File: src/rtl/mcore_pkg.sv
// Shared MADAM core constants: bit reader register map, op codes and FSM states.
package mcore_pkg;

    localparam int unsigned BITRD_OFF_W = 5;
    localparam int unsigned BITRD_CNT_W = 8;

    localparam logic [31:0] M_UTIL_ADDR      = 32'h0000_1000;
    localparam logic [31:0] BITRD_STATUS_OFS = 32'h0000_0000;
    localparam logic [31:0] BITRD_BASE_OFS   = 32'h0000_0004;
    localparam logic [31:0] BITRD_CMD_OFS    = 32'h0000_0008;
    localparam logic [31:0] BITRD_DATA_OFS   = 32'h0000_000C;

    localparam logic [7:0] BITRD_SKIP     = 8'd1;
    localparam logic [7:0] BITRD_READ     = 8'd2;
    localparam logic [7:0] BITRD_MAX_READ = 8'd32;

    typedef enum logic [1:0] {
        BITRD_IDLE       = 2'd0,
        BITRD_FETCH_REQ  = 2'd1,
        BITRD_FETCH_WAIT = 2'd2,
        BITRD_SHIFT      = 2'd3
    } bitrd_state_e;

    // A READ never returns more than one word's worth of bits.
    function automatic logic [7:0] bitrd_clamp_read(input logic [7:0] n);
        return (n > BITRD_MAX_READ) ? BITRD_MAX_READ : n;
    endfunction

endpackage

File: src/rtl/madam_bit_reader_regs.sv
// Bit reader register port: address decode, registered read data, write strobes.
module madam_bit_reader_regs
    import mcore_pkg::*;
#(
    parameter int unsigned DATA_WIDTH = 32,
    parameter int unsigned ADDR_WIDTH = 32
) (
    input  logic                  aclk,
    input  logic                  aresetn,
    input  logic [ADDR_WIDTH-1:0] addra_i,
    input  logic                  ena_i,
    input  logic [3:0]            wea_i,
    input  logic                  busy_i,
    input  logic                  status_i,
    input  logic [DATA_WIDTH-1:0] data_i,
    output logic [DATA_WIDTH-1:0] douta_o,
    output logic                  base_wr_c,
    output logic                  cmd_wr_c
);

    localparam logic [ADDR_WIDTH-1:0] STATUS_ADDR = ADDR_WIDTH'(M_UTIL_ADDR + BITRD_STATUS_OFS);
    localparam logic [ADDR_WIDTH-1:0] BASE_ADDR   = ADDR_WIDTH'(M_UTIL_ADDR + BITRD_BASE_OFS);
    localparam logic [ADDR_WIDTH-1:0] CMD_ADDR    = ADDR_WIDTH'(M_UTIL_ADDR + BITRD_CMD_OFS);
    localparam logic [ADDR_WIDTH-1:0] DATA_ADDR   = ADDR_WIDTH'(M_UTIL_ADDR + BITRD_DATA_OFS);

    logic                  wr_c;
    logic                  rd_c;
    logic [DATA_WIDTH-1:0] rdata_c;
    logic [DATA_WIDTH-1:0] douta_q;

    assign wr_c      = ena_i && (wea_i != 4'b0000);
    assign rd_c      = ena_i && (wea_i == 4'b0000);
    assign base_wr_c = wr_c && (addra_i == BASE_ADDR);
    assign cmd_wr_c  = wr_c && (addra_i == CMD_ADDR);

    // Read mux; unmapped addresses return zero.
    always_comb begin
        rdata_c = '0;
        if (addra_i == STATUS_ADDR) begin
            rdata_c = DATA_WIDTH'(status_i);
        end else if (addra_i == CMD_ADDR) begin
            rdata_c = DATA_WIDTH'(busy_i);
        end else if (addra_i == DATA_ADDR) begin
            rdata_c = data_i;
        end
    end

    always_ff @(posedge aclk) begin
        if (!aresetn) begin
            douta_q <= '0;
        end else if (rd_c) begin
            douta_q <= rdata_c;
        end
    end

    assign douta_o = douta_q;

endmodule

File: src/rtl/madam_bit_reader.sv
// Memory-backed MSB-first bitstream reader with a BRAM-style register port.
// Build option: define BITRD_ERR_EN to latch mem_rsp_error into STATUS[0] and zero errored words.
module madam_bit_reader
    import mcore_pkg::*;
#(
    parameter int unsigned DATA_WIDTH = 32,
    parameter int unsigned ADDR_WIDTH = 32
) (
    input  logic                  aclk,
    input  logic                  aresetn,
    input  logic [ADDR_WIDTH-1:0] addra,
    input  logic [DATA_WIDTH-1:0] dina,
    output logic [DATA_WIDTH-1:0] douta,
    input  logic                  ena,
    input  logic [3:0]            wea,
    output logic                  mem_req,
    output logic [ADDR_WIDTH-1:0] mem_addr,
    output logic                  mem_we,
    output logic [DATA_WIDTH-1:0] mem_wdata,
    output logic [3:0]            mem_be,
    input  logic                  mem_gnt,
    input  logic                  mem_rsp_valid,
    input  logic [DATA_WIDTH-1:0] mem_rsp_rdata,
    input  logic                  mem_rsp_error
);

    bitrd_state_e             state_q, state_d;
    logic [ADDR_WIDTH-1:0]    ptr_q, ptr_d;
    logic [BITRD_OFF_W-1:0]   off_q, off_d;
    logic                     valid_q, valid_d;
    logic [DATA_WIDTH-1:0]    word_q, word_d;
    logic [BITRD_CNT_W-1:0]   cnt_q, cnt_d;
    logic                     rd_q, rd_d;
    logic [DATA_WIDTH-1:0]    data_q, data_d;
    logic                     status_q, status_d;
    logic                     req_q, req_d;
    logic                     busy_q, busy_d;

    logic                     base_wr_c;
    logic                     cmd_wr_c;
    logic [7:0]               op_c;
    logic [7:0]               n_c;

    assign op_c = dina[7:0];
    assign n_c  = dina[15:8];

    madam_bit_reader_regs #(
        .DATA_WIDTH (DATA_WIDTH),
        .ADDR_WIDTH (ADDR_WIDTH)
    ) u_regs (
        .aclk      (aclk),
        .aresetn   (aresetn),
        .addra_i   (addra),
        .ena_i     (ena),
        .wea_i     (wea),
        .busy_i    (busy_q),
        .status_i  (status_q),
        .data_i    (data_q),
        .douta_o   (douta),
        .base_wr_c (base_wr_c),
        .cmd_wr_c  (cmd_wr_c)
    );

    always_ff @(posedge aclk) begin
        if (!aresetn) begin
            state_q  <= BITRD_IDLE;
            ptr_q    <= '0;
            off_q    <= '0;
            valid_q  <= 1'b0;
            word_q   <= '0;
            cnt_q    <= '0;
            rd_q     <= 1'b0;
            data_q   <= '0;
            status_q <= 1'b0;
            req_q    <= 1'b0;
            busy_q   <= 1'b0;
        end else begin
            state_q  <= state_d;
            ptr_q    <= ptr_d;
            off_q    <= off_d;
            valid_q  <= valid_d;
            word_q   <= word_d;
            cnt_q    <= cnt_d;
            rd_q     <= rd_d;
            data_q   <= data_d;
            status_q <= status_d;
            req_q    <= req_d;
            busy_q   <= busy_d;
        end
    end

    // Command accept, lazy word fetch and one-bit-per-cycle consumption.
    always_comb begin
        state_d  = state_q;
        ptr_d    = ptr_q;
        off_d    = off_q;
        valid_d  = valid_q;
        word_d   = word_q;
        cnt_d    = cnt_q;
        rd_d     = rd_q;
        data_d   = data_q;
        status_d = status_q;

        case (state_q)
            BITRD_IDLE: begin
                if (base_wr_c) begin
                    ptr_d    = ADDR_WIDTH'(dina & ~DATA_WIDTH'(3));
                    off_d    = '0;
                    valid_d  = 1'b0;
                    cnt_d    = '0;
                    status_d = 1'b0;
                    state_d  = BITRD_FETCH_REQ;
                end else if (cmd_wr_c) begin
                    if (op_c == BITRD_READ) begin
                        data_d = '0;
                        rd_d   = 1'b1;
                        cnt_d  = bitrd_clamp_read(n_c);
                    end else if (op_c == BITRD_SKIP) begin
                        rd_d  = 1'b0;
                        cnt_d = n_c;
                    end
                    if (((op_c == BITRD_READ) || (op_c == BITRD_SKIP)) && (cnt_d != '0)) begin
                        state_d = valid_q ? BITRD_SHIFT : BITRD_FETCH_REQ;
                    end
                end
            end
            BITRD_FETCH_REQ: begin
                if (mem_gnt) begin
                    state_d = BITRD_FETCH_WAIT;
                end
            end
            BITRD_FETCH_WAIT: begin
                if (mem_rsp_valid) begin
`ifdef BITRD_ERR_EN
                    word_d   = mem_rsp_error ? '0 : mem_rsp_rdata;
                    status_d = status_q | mem_rsp_error;
`else
                    word_d   = mem_rsp_rdata;
`endif
                    ptr_d    = ptr_q + ADDR_WIDTH'(4);
                    off_d    = '0;
                    valid_d  = 1'b1;
                    state_d  = (cnt_q == '0) ? BITRD_IDLE : BITRD_SHIFT;
                end
            end
            BITRD_SHIFT: begin
                word_d = {word_q[DATA_WIDTH-2:0], 1'b0};
                off_d  = off_q + BITRD_OFF_W'(1);
                cnt_d  = cnt_q - BITRD_CNT_W'(1);
                if (rd_q) begin
                    data_d = {data_q[DATA_WIDTH-2:0], word_q[DATA_WIDTH-1]};
                end
                if (off_q == BITRD_OFF_W'(31)) begin
                    valid_d = 1'b0;
                end
                // Finishing exactly on a word boundary leaves the next fetch for the next command.
                if (cnt_q == BITRD_CNT_W'(1)) begin
                    state_d = BITRD_IDLE;
                end else if (off_q == BITRD_OFF_W'(31)) begin
                    state_d = BITRD_FETCH_REQ;
                end
            end
            default: begin
                state_d = BITRD_IDLE;
            end
        endcase

        req_d  = (state_d == BITRD_FETCH_REQ);
        busy_d = (state_d != BITRD_IDLE);
    end

`ifndef BITRD_ERR_EN
    logic unused_err_c;
    assign unused_err_c = mem_rsp_error;
`endif

    assign mem_req   = req_q;
    assign mem_addr  = ptr_q;
    assign mem_we    = 1'b0;
    assign mem_wdata = '0;
    assign mem_be    = 4'hF;

endmodule

File: config.mk
export PLATFORM = sky130hd
export DESIGN_NAME = madam_bit_reader
export DESIGN_NICKNAME = d
export VERILOG_FILES = /design/src/rtl/mcore_pkg.sv /design/src/rtl/madam_bit_reader_regs.sv /design/src/rtl/madam_bit_reader.sv
export SDC_FILE = /design/constraint.sdc
export NUM_CORES = 1
export LEC_CHECK = 0
export CAP_MARGIN = 20
export CORE_MARGIN = 2
export CORE_UTILIZATION = 32
export CTS_BUF_LIST = sky130_fd_sc_hd__clkbuf_16
export DETAILED_ROUTE_END_ITERATION = 12
export DONT_BUFFER_PORTS = 1
export PLACE_DENSITY_LB_ADDON = 0.15
export REMOVE_ABC_BUFFERS = 1
export SYNTH_ARGS = -nofsm -noshare
export SYNTH_HDL_FRONTEND = slang
export SYNTH_SLANG_ARGS = --single-unit
export TNS_END_PERCENT = 30
File: constraint.sdc
create_clock -name aclk -period 4.3 [get_ports aclk]
set_clock_uncertainty 0.1 [all_clocks]
set_input_delay 1.075 -clock aclk [delete_from_list [all_inputs] [get_ports aclk]]
set_output_delay 1.075 -clock aclk [all_outputs]
set_load 0.01 [all_outputs]
==> impl_metrics.tcl, run 1 <==
set metrics [dict create \
    end_kind "register" \
    cts-buffers-inserted 17 \
    grt_pass1_vias 5862 \
    synth-edff-count 0 \
    grt_setup_unrepaired "false" \
    grt_max_degree 87 \
    final_cell_mix "145 x dfxtp_1, 92 x nor2_1, 76 x a21oi_1" \
    ir_worst_vdd_uv 237 \
    wl_per_cell_um 17.4 \
    status "complete, no violations" \
    grt_use_total_pct 16.7 \
    crit_fanout 32 \
    vias_per_cell 5.39 \
    synth_area_um2 7260 \
    cts-root-buf "clkbuf_16" \
    fin_util_pct 35.4 \
    power_density_nw_per_um2 368 \
    synth_top_area_share_pct 40.0 \
    power_leakage_nw 2.58 \
    final_common_cell "dfxtp_1" \
    diodes 0 \
    relSlewSlack_pct 26.7 \
    fmax_ghz 0.308 \
    min_period_over_period_pct 75.5 \
    fp.dieArea_um2 23900 \
    hold_path.class "register to register" \
    antenna_found_initial 0 \
    place.gp.congestion 0.776 \
    cp.required_ns 4.55 \
    vias 6194 \
    final-hold-violation-count 0 \
    fin_ws_ns 1.05 \
    yosysUniqueCellTypes 63 \
    total_power_mw 2.92 \
    path_class "primary input to register" \
    die_h_um 155 \
    row_count 55 \
    synthArstFlopShare_pct 0 \
    synth_seq_cells 145 \
    worst_slew_pin_slew_ns 1.10 \
    yosysWarnings 0 \
    cts-resized-gates 0 \
    maxCapViolCount 0 \
    grt_overflow 0 \
    cts_tree "yes" \
    htree_levels 4 \
    finalSetupViolCount 0 \
    synth_ff_type "dfxtp_1" \
    fin_crit_ns 3.25 \
    cts_sinks 145 \
    yosys-top-cells-area "dfxtp_1 40%, a22oi_1 5.4%, a21oi_1 5.2%, mux2i_1 5.2%, nor2_1 4.8%" \
    postCtsHoldBufs 0 \
    grt_pass1_wl_mm 32.4 \
    first_pass_iters 7 \
    io_buffer_count 0 \
    ios 208 \
    wl_mm 20.0 \
    critPathLaunchType "primary input" \
    dp_slack_ns 0.553 \
    path_clk_slew_ns 0.07 \
    worstPathArrival_ns 3.49 \
    drcViolationCount 0 \
    place_area_um2 7350 \
    netlist_instances 884 \
    fin_area_um2 7940 \
    areaGrowthSynthToFinish_pct 9.34 \
    finalNetCount 968 \
    slew_violations 0 \
    drtIter0Drc 393 \
    r2r_slack_ns 1.48 \
    nFillCells 2343 \
    drtAntennaViolNets 0 \
    clock_path_buffers 2 \
    fp.dieW_um 155 \
    synth_seq_area_share_pct 40.0 \
    finalNonFillerCells 1149 \
    post_cts_buffers 0 \
    dp_cells 1117 \
    hpwl_mm 13.2 \
    avgSynthCellArea_um2 8.21 \
    initial_core_util_pct 32.4 \
    synth_top_area_cell "dfxtp_1" \
    clk_latency_ns 0.42 \
    core_um2 22400 \
    drive_gt1_share_pct 6.94 \
]
layer usage:
metal | share of wire [%] | routed length [um] | track usage, % | vias to the layer above
met5 | 0 | 0 | 0 | -
met4 | 1.2 | 242 | 4.94 | 0
met3 | 6.0 | 1210 | 4.31 | 16
met2 | 45 | 8990 | 26.4 | 179
met1 | 48 | 9560 | 22.5 | 2883
li1 | - | - | - | 3116
synthesized netlist by cell type (all sizes together), types with 3 or more instances:
cell type  number
dfxtp         145
nor2           94
a21oi          76
nand2          69
clkbuf         53
nand3          53
a22oi          52
buf            48
mux2i          38
a211oi         37
o21ai          30
nor3           25
o22ai          20
inv            16
nor4           14
ha             11
and3           10
nand4           9
and4            8
nor2b           7
a31oi           6
and2            6
nand2b          4
o21a            4
or3             4
a221oi          3
a32oi           3
o211a           3
o211ai          3
o221ai          3
or4             3
layout make-up:
type / instances / area [um^2] / share of cell area (%)
Clock buffer: 17 / 425 / 5.36
Clock inverter: 15 / 161 / 2.03
Inverter: 18 / 70.1 / 0.883
Multi-Input combinational cell: 657 / 3920 / 49.4
Sequential cell: 145 / 2900 / 36.6
Tap cell: 285 / 357 / 4.49
Timing Repair Buffer: 12 / 103 / 1.29
sequential cells by signal (all words and copies together) (netlist names):
signal          flops
mem_addr           30
off_q               5
word_q             32
u_regs.douta_o     32
data_q             32
cnt_q               8
rd_q                1
busy_q              1
valid_q             1
state_q             2
mem_req             1
report_power, final:
part           leakage (nW)  switching (mW)  internal, mW  total, mW
Combinational          1.12          0.0515        0.0155     0.0670
Sequential             1.17   0.00000000419          1.34       1.34
Clock                 0.288           0.681         0.829       1.51
Total                  2.58           0.733          2.19       2.92
stage by stage:
stage	TNS, ns	hold slack (ns)
floorplan	-46.46	0.332
global placement	0	0.347
detailed placement	0	0.350
CTS	0	0.360
global route	0	0.388
finish	0	0.355
critical path, cell delays in order:
cell and delay, ns:
nor4_1 0.37, nand4_1 0.29, nor4_2 0.56, nand3_1 0.22
a221oi_4 0.25, buf_4 0.38, nand3_1 0.12, a21oi_1 0.18
worst paths after layout:
check	cells after the start	start	endpoint
setup / recovery	8	addra[25]	data_q[20]
hold / removal	2	data_q[31]	data_q[31]
setup reg to reg	10	state_q[0]	mem_addr[7]
hold reg to reg	2	data_q[31]	data_q[31]
kinds of logic after synthesis:
family	synth area share (%)
compound gates	23.3
xor+xnor	0.121
fa+ha+maj	1.90
buf+inv	8.39
flops	40.0
mux	5.60
other cells	0.103
simple gates	20.6
Power figures use the tool's default switching activity.
==> run 2, diff against run 1 <==
==> constraint.sdc (replaced) <==
create_clock -name aclk -period 3 [get_ports aclk]
set_clock_uncertainty 0.1 [all_clocks]
set_input_delay 0.75 -clock aclk [delete_from_list [all_inputs] [get_ports aclk]]
set_output_delay 0.75 -clock aclk [all_outputs]
set_load 0.01 [all_outputs]
==> impl_metrics.tcl, run 2 (synthesis results as in run 1) <==
set metrics [dict create \
    finalNetCount 994 \
    rr_startpoint "state_q[0]" \
    hpwl_mm 13.6 \
    fin_util_pct 36.5 \
    finalSetupViolCount 0 \
    grt_overflow 0 \
    fp.dieArea_um2 23900 \
    status "complete, no violations" \
    maxCapViolCount 0 \
    ir_worst_vdd_uv 367 \
    final_common_cell "dfxtp_1" \
    initial_core_util_pct 32.4 \
    grt_setup_unrepaired "false" \
    grt_use_total_pct 16.6 \
    cp.required_ns 3.26 \
    postCtsHoldBufs 0 \
    core_um2 22400 \
    dp_cells 1143 \
    combPwrFrac_pct 2.4 \
    wl_mm 19.9 \
    finalNonFillerCells 1174 \
    path_buf_inv 3 \
    post_cts_buffers 0 \
    first_pass_iters 5 \
    slew_violations 0 \
    hold_start "data_q[31]" \
    critPathLaunchType "primary input" \
    switchingPower_mw 1.01 \
    cts_tree "yes" \
    vias_per_cell 5.33 \
    cts-resized-gates 0 \
    cpLargestDelayFamily "simple AND/OR/NAND/NOR gates" \
    drtAntennaViolNets 0 \
    seq_area_um2 2900 \
    htree_levels 4 \
    path_clk_slew_ns 0.07 \
    final-hold-violation-count 0 \
    wl_per_cell_um 17.0 \
    p_clk_share_pct 51.0 \
    swShare_pct 24.5 \
    final_cell_mix "145 x dfxtp_1, 92 x nor2_1, 76 x a21oi_1" \
    drive_gt1_share_pct 9.67 \
    crit_fanout 32 \
    place.gp.congestion 0.803 \
    worst_slew_pin_slew_ns 0.698 \
    power_leakage_nw 2.72 \
    cp_slowest_cell "nor4_2" \
    areaGrowthSynthToFinish_pct 12.8 \
    clk_latency_ns 0.42 \
    slowest_delay_ns 0.31 \
    internal-power_mw 3.12 \
    grt_pass1_wl_mm 32.0 \
    drcViolationCount 0 \
    drtIter0Drc 392 \
    multi_input_area_um2 3920 \
    hold_path.class "register to register" \
    antenna_found_initial 0 \
    row_count 55 \
    power_density_nw_per_um2 504 \
    relSlewSlack_pct 53.4 \
    clock_path_buffers 2 \
    pwr-share-seq_pct 46.6 \
    cts-root-buf "clkbuf_16" \
    ios 208 \
    fin_crit_ns 2.54 \
    io_buffer_count 0 \
    worstPathArrival_ns 2.80 \
    fp.dieW_um 155 \
    cts-buffers-inserted 17 \
    path_class "primary input to register" \
    end_kind "register" \
    path_cells "nor4_1, buf_4, nand4_1, nor4_2, buf_4, nand3_1, a221oi_4, buf_12, nand3_1, a21oi_1" \
    startpoint "addra[25]" \
    cts_sinks 145 \
    diodes 0 \
    grt_max_degree 58 \
    vias 6261 \
    fmax_ghz 0.393 \
    grt_pass1_vias 5889 \
    total_power_mw 4.13 \
    die_h_um 155 \
    nFillCells 2377 \
    min_period_over_period_pct 84.7 \
]
[run 2: changes by cell type in the layout (fill, tap and decap cells not counted)]
cell        change
buf_12          +6
buf_4          +20
clkinv_1        -1
clkinv_2        +1
clkinvlp_4      +1
inv_6           +1
inv_8           -3
[run 2: worst min-delay path: stages (launching register included)]
cell     delay [ns]
dfxtp_1        0.31
nand2_1        0.05
a21oi_1        0.05
[run 2: final timing paths]
path	end	slack [ns]	depth (start not counted)
hold reg to reg	data_q[31]	0.36	2
hold / removal	data_q[31]	0.36	2
setup reg to reg	mem_addr[7]	0.59	10
setup / recovery	data_q[17]	0.46	10
[run 2: area by class of cell]
cell class,count,area share (%)
clock inverter,14,1.77
sequential,145,35.4
inverter,18,0.855
clock buffer,17,5.19
multi-input combinational,657,47.8
tap,285,4.35
timing repair buffer,38,4.55
[run 2: per-stage QoR]
stage	cell area, um^2	setup slack (ns)	hold slack [ns]	TNS (ns)
2_1_floorplan	6860	-2.80	0.332	-133.59
3_3_place_gp	7620	0.0272	0.347	0
3_5_place_dp	7620	-0.0214	0.348	-0.245
4_1_cts	8190	0.422	0.332	0
5_1_grt	8190	0.277	0.340	0
6_report	8190	0.459	0.356	0
[run 2: power groups by stage]
stage	Combinational (mW)	Clock (mW)	Sequential [mW]
after global routing	0.113	2.27	1.92
after global placement	0.101	0	1.97
after CTS	0.101	2.19	1.92
after detailed placement	0.100	0	1.97
after floorplan	0.0731	0	1.97
final	0.100	2.11	1.92
[run 2: metal layers]
metal | wire length (um) | part of all wire, % | vias up | GRT usage [%]
met2 | 8860 | 44 | 190 | 25.7
met3 | 1080 | 5.4 | 16 | 4.29
li1 | - | - | 3165 | -
met1 | 9680 | 49 | 2890 | 22.5
met5 | 0 | 0 | - | 0
met4 | 317 | 1.6 | 0 | 5.25
==> run 3, diff against run 2 <==
==> constraint.sdc (replaced) <==
create_clock -name aclk -period 2.5 [get_ports aclk]
set_clock_uncertainty 0.1 [all_clocks]
set_input_delay 0.625 -clock aclk [delete_from_list [all_inputs] [get_ports aclk]]
set_output_delay 0.625 -clock aclk [all_outputs]
set_load 0.01 [all_outputs]
==> impl_metrics.tcl, run 3 (synthesis results as in run 1) <==
set metrics [dict create \
    status "complete, no violations" \
    end_kind "register" \
    finalSetupViolCount 0 \
    vias_per_cell 5.31 \
    relSlewSlack_pct 54.5 \
    first_pass_iters 5 \
    fin_util_pct 37.4 \
    ir_worst_vdd_uv 333 \
    diodes 0 \
    drtIter0Drc 414 \
    cts-buffers-inserted 17 \
    ios 208 \
    cts_tree "yes" \
    core_um2 22400 \
    hold_path.class "primary input to register" \
    drive_gt1_share_pct 12.6 \
    grt_pass1_wl_mm 32.5 \
    fin_crit_ns 2.33 \
    worst_slew_pin_slew_ns 0.681 \
    antenna_found_initial 0 \
    vias 6362 \
    fin_ws_ns 0.166 \
    path_class "primary input to register" \
    slew_violations 0 \
    wl_mm 20.0 \
    finalNonFillerCells 1199 \
    areaGrowthSynthToFinish_pct 15.5 \
    clock_path_buffers 2 \
    die_h_um 155 \
    cts-root-buf "clkbuf_16" \
    maxCapViolCount 0 \
    power_leakage_nw 2.83 \
    postCtsHoldBufs 0 \
    final-hold-violation-count 0 \
    grt_overflow 0 \
    drtAntennaViolNets 0 \
    min_period_over_period_pct 93.4 \
    row_count 55 \
    grt_pass1_vias 6112 \
    power_density_nw_per_um2 580 \
    drcViolationCount 0 \
    finalNetCount 1018 \
    fmax_ghz 0.428 \
    io_buffer_count 0 \
    htree_levels 4 \
    place.gp.congestion 0.820 \
    final_common_cell "dfxtp_1" \
    worstPathArrival_ns 2.55 \
    wl_per_cell_um 16.7 \
    final_cell_mix "145 x dfxtp_1, 92 x nor2_1, 76 x a21oi_1" \
    hpwl_mm 13.8 \
    critPathLaunchType "primary input" \
    crit_fanout 3 \
    initial_core_util_pct 32.4 \
    dp_slack_ns -0.349 \
    fp.dieArea_um2 23900 \
    grt_use_total_pct 16.8 \
    dp_cells 1166 \
    clk_latency_ns 0.42 \
    cp.required_ns 2.71 \
    fp.dieW_um 155 \
    path_clk_slew_ns 0.07 \
    cts_sinks 145 \
    grt_max_degree 65 \
    total_power_mw 4.86 \
]
## run 3: cell count changes in the layout (fill, tap and decap cells not counted)
cell / previous run / this run
bufinv_16: 1 / 0
buf_4: 31 / 55
clkinv_1: 1 / 3
inv_8: 3 / 2
clkinvlp_4: 2 / 1
nor4_1: 13 / 8
nor4b_1: 1 / 0
inv_6: 6 / 8
nor4_2: 1 / 6
nor4b_2: 1 / 2
## run 3: area by class of cell
type / count / area [um^2]
fill: 2331 / 14000
multi-input combinational: 657 / 3960
sequential: 145 / 2900
timing repair buffer: 62 / 553
clock buffer: 17 / 425
tap: 285 / 357
clock inverter: 15 / 121
inverter: 18 / 70.1
## run 3: worst max-delay path: stages
cell      delay, ns
nor4_1         0.37
o211ai_1       0.18
a211oi_1       0.38
nand3_1        0.12
o311a_1        0.37
mux2_4         0.33
and3_1         0.17
## run 3: metrics by stage
step	setup TNS [ns]	hold WS (ns)	instance area (um^2)
CTS	0	0.208	8340
detailed placement	-18.54	0.354	7790
floorplan	-196.52	0.332	6860
global placement	-16.36	0.347	7790
global route	-0.0355	0.213	8390
finish	0	0.229	8390
## run 3: repair_timing
item | CTS | global route
gates resized for setup | 0 | 6
setup endpoints to repair | 0 | 40
setup buffers | 0 | 1
## run 3: power breakdown
group | internal (mW) | leakage [nW] | total [mW] | switching, mW
registers | 2.31 | 1.17 | 2.31 | 0.00000000470
logic | 0.0349 | 1.40 | 0.125 | 0.0897
clock network | 1.30 | 0.269 | 2.43 | 1.13
total | 3.65 | 2.83 | 4.86 | 1.22
## run 3: final timing paths
kind	start	to	slack [ns]	depth (start not counted)
worst min register to register	data_q[31]	data_q[31]	0.36	2
worst min-delay path	aresetn	off_q[3]	0.23	1
worst max register to register	cnt_q[0]	mem_req	0.18	8
worst max-delay path	dina[2]	mem_req	0.17	7
## run 3: per-layer routing
metal  share of wire (%)  vias to the layer above  GRT usage, %
li1                    -                     3215             -
met1                  47                     2937          22.6
met2                  46                      199          26.5
met3                 6.0                       11          4.54
met4                0.88                        0          4.50
met5                   0                        -             0
